$ cat src/rtl/pipelined_adder_if.sv
// Handshake and data bundle for pipelined_adder.
//   in_valid/in_ready     : operand beat handshake (a, b, cin, sub)
//   out_valid/out_ready   : result beat handshake (s, cout, ovf)
// modport slave  : the adder side
// modport master : the side that issues operands and consumes results
interface pipelined_adder_if #(
  parameter int unsigned WIDTH = 16
) ();
  logic             in_valid;
  logic             in_ready;
  logic [WIDTH-1:0] a;
  logic [WIDTH-1:0] b;
  logic             cin;
  logic             sub;
  logic             out_valid;
  logic             out_ready;
  logic [WIDTH-1:0] s;
  logic             cout;
  logic             ovf;

  modport slave (
    input  in_valid, a, b, cin, sub, out_ready,
    output in_ready, out_valid, s, cout, ovf
  );

  modport master (
    output in_valid, a, b, cin, sub, out_ready,
    input  in_ready, out_valid, s, cout, ovf
  );
endinterface

$ cat src/rtl/pipelined_adder.sv
// Pipelined two's-complement adder/subtractor.
// The carry chain is cut into CHUNK-bit slices, one register stage per slice, behind an
// operand register. A beat accepted at edge t is presented at the output after edge
// t+STAGES. The whole pipeline stalls while a result is offered but not taken.
// Ports:
//   clk  : rising-edge clock
//   rst  : asynchronous active-high reset
//   bus  : pipelined_adder_if.slave (in_valid/in_ready/a/b/cin/sub,
//          out_valid/out_ready/s/cout/ovf)
// WIDTH must be a positive multiple of CHUNK.
module pipelined_adder #(
  parameter int unsigned WIDTH = 16,
  parameter int unsigned CHUNK = 4
) (
  input logic              clk,
  input logic              rst,
  pipelined_adder_if.slave bus
);
  localparam int unsigned STAGES = WIDTH / CHUNK;

  // Index 0 is the operand register; index k (1..STAGES) is the register after slice k-1.
  logic [STAGES:0]  vld_q, vld_d;
  logic [STAGES:0]  cy_q, cy_d;
  // Skew registers: post-inversion operands travelling towards their own slice.
  logic [WIDTH-1:0] opa_q [STAGES];
  logic [WIDTH-1:0] opa_d [STAGES];
  logic [WIDTH-1:0] opb_q [STAGES];
  logic [WIDTH-1:0] opb_d [STAGES];
  // Deskew registers: resolved low slices travelling with the carry. sum_q[0] stays zero.
  logic [WIDTH-1:0] sum_q [STAGES+1];
  logic [WIDTH-1:0] sum_d [STAGES+1];
  logic [CHUNK:0]   slice_sum [STAGES];
  logic             ovf_q, ovf_d;
  logic             stall;

  assign stall = vld_q[STAGES] && !bus.out_ready;

  always_comb begin
    // Operand register: subtraction is a + ~b + 1, so cin is ignored in sub mode.
    opa_d[0] = bus.a;
    opb_d[0] = bus.sub ? ~bus.b : bus.b;
    cy_d[0]  = bus.sub | bus.cin;
    vld_d[0] = bus.in_valid;
    sum_d[0] = '0;

    for (int k = 1; k < STAGES; k++) begin
      opa_d[k] = opa_q[k-1];
      opb_d[k] = opb_q[k-1];
    end

    for (int k = 1; k <= STAGES; k++) begin
      slice_sum[k-1] = {1'b0, opa_q[k-1][(k-1)*CHUNK +: CHUNK]}
                     + {1'b0, opb_q[k-1][(k-1)*CHUNK +: CHUNK]}
                     + {{CHUNK{1'b0}}, cy_q[k-1]};
      sum_d[k] = sum_q[k-1];
      sum_d[k][(k-1)*CHUNK +: CHUNK] = slice_sum[k-1][CHUNK-1:0];
      cy_d[k]  = slice_sum[k-1][CHUNK];
      vld_d[k] = vld_q[k-1];
    end

    // Same-sign operands producing a different-sign result.
    ovf_d = (opa_q[STAGES-1][WIDTH-1] == opb_q[STAGES-1][WIDTH-1]) &&
            (sum_d[STAGES][WIDTH-1] != opa_q[STAGES-1][WIDTH-1]);
  end

  always_ff @(posedge clk or posedge rst) begin
    if (rst) begin
      vld_q <= '0;
      cy_q  <= '0;
      ovf_q <= 1'b0;
      for (int k = 0; k < STAGES; k++) begin
        opa_q[k] <= '0;
        opb_q[k] <= '0;
      end
      for (int k = 0; k <= STAGES; k++) begin
        sum_q[k] <= '0;
      end
    end else if (!stall) begin
      vld_q <= vld_d;
      cy_q  <= cy_d;
      ovf_q <= ovf_d;
      for (int k = 0; k < STAGES; k++) begin
        opa_q[k] <= opa_d[k];
        opb_q[k] <= opb_d[k];
      end
      for (int k = 0; k <= STAGES; k++) begin
        sum_q[k] <= sum_d[k];
      end
    end
  end

  assign bus.in_ready  = !stall;
  assign bus.out_valid = vld_q[STAGES];
  assign bus.s         = sum_q[STAGES];
  assign bus.cout      = cy_q[STAGES];
  assign bus.ovf       = ovf_q;

endmodule
$ cat src/flat_wrapper.sv
// flat-port wrapper written by rule: the top's interface ports become plain ports
module pipelined_adder_flat 
#(
  parameter int unsigned WIDTH = 16,
  parameter int unsigned CHUNK = 4
)
  (clk, rst, bus_in_valid, bus_a, bus_b, bus_cin, bus_sub, bus_out_ready, bus_in_ready, bus_out_valid, bus_s, bus_cout, bus_ovf);
  pipelined_adder_if #(.WIDTH(WIDTH)) bus_i ();
  input logic clk;
  input logic rst;
  input wire logic [$bits(bus_i.in_valid)-1:0] bus_in_valid;
  input wire logic [$bits(bus_i.a)-1:0] bus_a;
  input wire logic [$bits(bus_i.b)-1:0] bus_b;
  input wire logic [$bits(bus_i.cin)-1:0] bus_cin;
  input wire logic [$bits(bus_i.sub)-1:0] bus_sub;
  input wire logic [$bits(bus_i.out_ready)-1:0] bus_out_ready;
  output wire logic [$bits(bus_i.in_ready)-1:0] bus_in_ready;
  output wire logic [$bits(bus_i.out_valid)-1:0] bus_out_valid;
  output wire logic [$bits(bus_i.s)-1:0] bus_s;
  output wire logic [$bits(bus_i.cout)-1:0] bus_cout;
  output wire logic [$bits(bus_i.ovf)-1:0] bus_ovf;
  assign bus_i.in_valid = bus_in_valid;
  assign bus_i.a = bus_a;
  assign bus_i.b = bus_b;
  assign bus_i.cin = bus_cin;
  assign bus_i.sub = bus_sub;
  assign bus_i.out_ready = bus_out_ready;
  assign bus_in_ready = bus_i.in_ready;
  assign bus_out_valid = bus_i.out_valid;
  assign bus_s = bus_i.s;
  assign bus_cout = bus_i.cout;
  assign bus_ovf = bus_i.ovf;
  pipelined_adder #(.WIDTH(WIDTH), .CHUNK(CHUNK)) u_core (.clk(clk), .rst(rst), .bus(bus_i));
endmodule
$ cat config.mk
export PLATFORM = sky130hd
export DESIGN_NAME = pipelined_adder_flat
export DESIGN_NICKNAME = d
export VERILOG_FILES = /design/src/rtl/pipelined_adder_if.sv /design/src/rtl/pipelined_adder.sv /design/src/flat_wrapper.sv
export SDC_FILE = /design/constraint.sdc
export NUM_CORES = 1
export LEC_CHECK = 0
export BUFFER_PORTS_ARGS = -buffer_cell sky130_fd_sc_hd__buf_2
export CORE_MARGIN = 3
export CORE_UTILIZATION = 40
export DETAILED_ROUTE_END_ITERATION = 6
export PLACE_DENSITY = 0.7
export RECOVER_POWER = 50
export SYNTH_ARGS = -nofsm -noshare
export SYNTH_HDL_FRONTEND = slang
export SYNTH_SLANG_ARGS = --single-unit
$ cat constraint.sdc
create_clock -name clk -period 4 [get_ports clk]
set_clock_uncertainty 0.15 [all_clocks]
set_input_delay 0.2 -clock clk [delete_from_list [all_inputs] [get_ports clk]]
set_output_delay 0.2 -clock clk [all_outputs]
set_load 0.02 [all_outputs]
==> impl_metrics.csv <==
group,metric,value,unit
status,status,"finished with violations",
status,violations,"max-capacitance violations, max-slew violations",
route,drtAntennaViolNets,0,
place,gp_congestion,0.760,
route,initialDrtViolationCount,286,
worst_setup_path,crit_required,4.13,ns
worst_setup_path,path_class,"flip-flop to flip-flop",
floorplan,die_area,0.0154,mm2
cts,cts_root_buf,"clkbuf_16",
layout,antenna_cells,0,
timing,rsz0062_at_grt,"false",
global_routing,grt_overflow,0,
synth,synth.distinct_cells,27,
floorplan,die_y,124,um
power,powerDensity,821,mW/mm2
route,drc,0,
timing,fin_crit,2.91,ns
route,vias,4063,
timing,clock.fmax,344,MHz
layout,num-fill-cells,1247,
layout,mostFrequentLayoutCells,"nand2_1 (310), dfrtp_1 (131), buf_2 (37)",
route,post_drt_via_cell_ratio,4.63,
timing,setup_viol,0,
layout,final_util,51.7,%
layout,mostFrequentLayoutCell,"nand2_1",
route,first_pass_iters,4,
synth,synth_nets,660,
synth,yosysWarnings,0,
cts,clk_pin_slew_worst_paths,0.06,ns
route,postRouteWirelength,10.9,mm
synth,synthArstFlopShare,100,%
min_path,hp-class,"input pin to flip-flop",
cts,cts_buffers,17,
worst_setup_path,worstSetupEndpointType,"flip-flop",
timing,maxSlewHeadroom,-47.2,%
synth,synthCells,602,
cts,clk_latency,0.41,ns
global_routing,grt_pass1_vias,4195,
floorplan,start_util,41.4,%
route,wire_per_inst,12.4,um
power,leakage,3.53,nW
cts,cts-resized-gates,0,
floorplan,design.core.area,0.0135,mm2
worst_setup_path,cp.arrival,3.03,ns
synth,syn_area,0.00557,mm2
floorplan,die_x,124,um
flow_run,cap_violations,2,
synth,synth_top_area_cell,"dfrtp_1",
worst_setup_path,critPathLaunch,"u_core.vld_q[4]",
cts,htreeDepth,4,
worst_setup_path,worstPathMaxFanout,86,
timing,fin_crit_sh,72.7,%
place,numPortBuffers,57,
cts,post_cts_buffers,0,
timing,slew_viol_final,50,
timing,finalSetupTns,0,ns
min_path,min_from,"bus_sub",
worst_setup_path,reg2reg_from,"u_core.vld_q[4]",
cts,cts_hold_buf,35,
timing,finalHoldViolCount,0,
power,ir_worst_vdd,631,uV
place,dp_hpwl,7.06,mm
worst_setup_path,start_kind,"flip-flop",
synth,yosysSeqAreaShare,58.8,%
floorplan,placementRows,42,
layout,drive_above_1_share,10.7,%
cts,cts_sinks,131,
layout,fin_nets,746,
synth,synth_area_per_cell,9.26,um2
layout,syn_to_final_growth,24.7,%
global_routing,antenna_found_initial,0,
global_routing,grt_usage,15.6,%
global_routing,grt_max_degree,87,
synth,netlist_top_cells_area,"dfrtp_1 (59%), nand2_1 (21%), fa_1 (2.9%)",
synth,yosys.area.top_type_share,58.8,%
timing,worst_pin_slew,2.20,ns
synth,synth-edff-count,0,
synth,ys.flop_type,"dfrtp_1",
cts,cts_tree,"yes",
global_routing,grt_pass1_wl,18.9,mm
cts,cts_buffer_depth,2,
floorplan,io-pin-count,58,
synth,ys_seq_elements,131,
cell type report:
| class | instances | area [um2] | share of cell area (%) |
|---|---|---|---|
| Inverter | 14 | 55.1 | 0.792 |
| Tap cell | 176 | 220 | 3.17 |
| Sequential cell | 131 | 3280 | 47.2 |
| Clock buffer | 19 | 443 | 6.37 |
| Timing Repair Buffer | 97 | 658 | 9.47 |
| Multi-Input combinational cell | 427 | 2090 | 30.0 |
| Clock inverter | 13 | 208 | 2.99 |
through the flow:
step	worst slack (ns)	std cells	cell area, um2	power [mW]	hold slack (ns)
3_3_place_gp	1.80	810	5990	3.94	0.170
3_5_place_dp	1.71	810	5990	4.05	0.183
4_1_cts	1.70	877	6990	5.79	0.214
5_1_grt	0.812	877	6950	6.16	0.246
2_1_floorplan	0.152	602	5570	3.55	0.162
6_report	1.09	877	6950	5.70	0.209
cell families (layout without fill, tap and decap cells):
family | Yosys count | in the layout | share of synthesized area [%]
muxes | 3 | 3 | 0.539
adders and majority gates | 20 | 20 | 5.57
and+or+nand+nor | 334 | 334 | 23.2
DFF | 131 | 131 | 58.8
xor gates and xnor gates | 20 | 20 | 3.14
AOI/OAI and AO/OA | 50 | 50 | 5.12
buffers and inverters | 44 | 143 | 3.57
registers in the layout, indices dropped and copies added, names as in the netlist:
register        flops
u_core.sum_d       24
u_core.vld_q        5
u_core.cy_q         5
u_core.opa_q        4
u_core.opb_d       36
u_core.bus.s       16
u_core.opb_q        4
u_core.opa_d       36
u_core.bus.ovf      1
worst max-delay path: stages, from the launching register on:
cell and delay [ns]:
dfrtp_1 0.35, nor2b_1 0.22, clkbuf_2 1.13, buf_4 0.61, or4_1 0.19, nand3_1 0.07
cells in the mapped netlist (4+ instances only):
cell type,n
nor2_1,10
xnor2_1,17
buf_2,12
dfrtp_1,131
nor2b_1,5
clkbuf_1,14
nand3_1,4
fa_1,8
ha_1,12
a21oi_1,14
nand2_1,310
inv_1,13
o21ai_0,24
metal layers:
metal  routed length [um]  global-route usage [%]  up-vias  part of all wire, %
met5                    0                       0        -                    0
met4                  159                    5.20        0                  1.5
met3                  389                    4.27       13                  3.6
met2                 5460                    26.1       66                   50
met1                 4910                    19.5     1929                   45
li1                     -                       -     2055                    -
power by group:
group / total [mW] / switching, mW / internal, mW
logic: 1.75 / 1.07 / 0.676
registers: 2.28 / 0.355 / 1.92
clock network: 1.68 / 0.559 / 1.12
worst paths after layout:
check | to | slack [ns] | depth (start not counted)
min | u_core.opb_d[41] | 0.21 | 3
min in group asynchronous | u_core.bus.s[10] | 0.75 | 3
max | u_core.sum_d[23] | 1.09 | 5
min reg2reg | u_core.sum_d[17] | 0.32 | 2
max in group asynchronous | u_core.opa_d[37] | 1.60 | 4
max reg2reg | u_core.sum_d[23] | 1.09 | 5
Power figures use the tool's default switching activity.
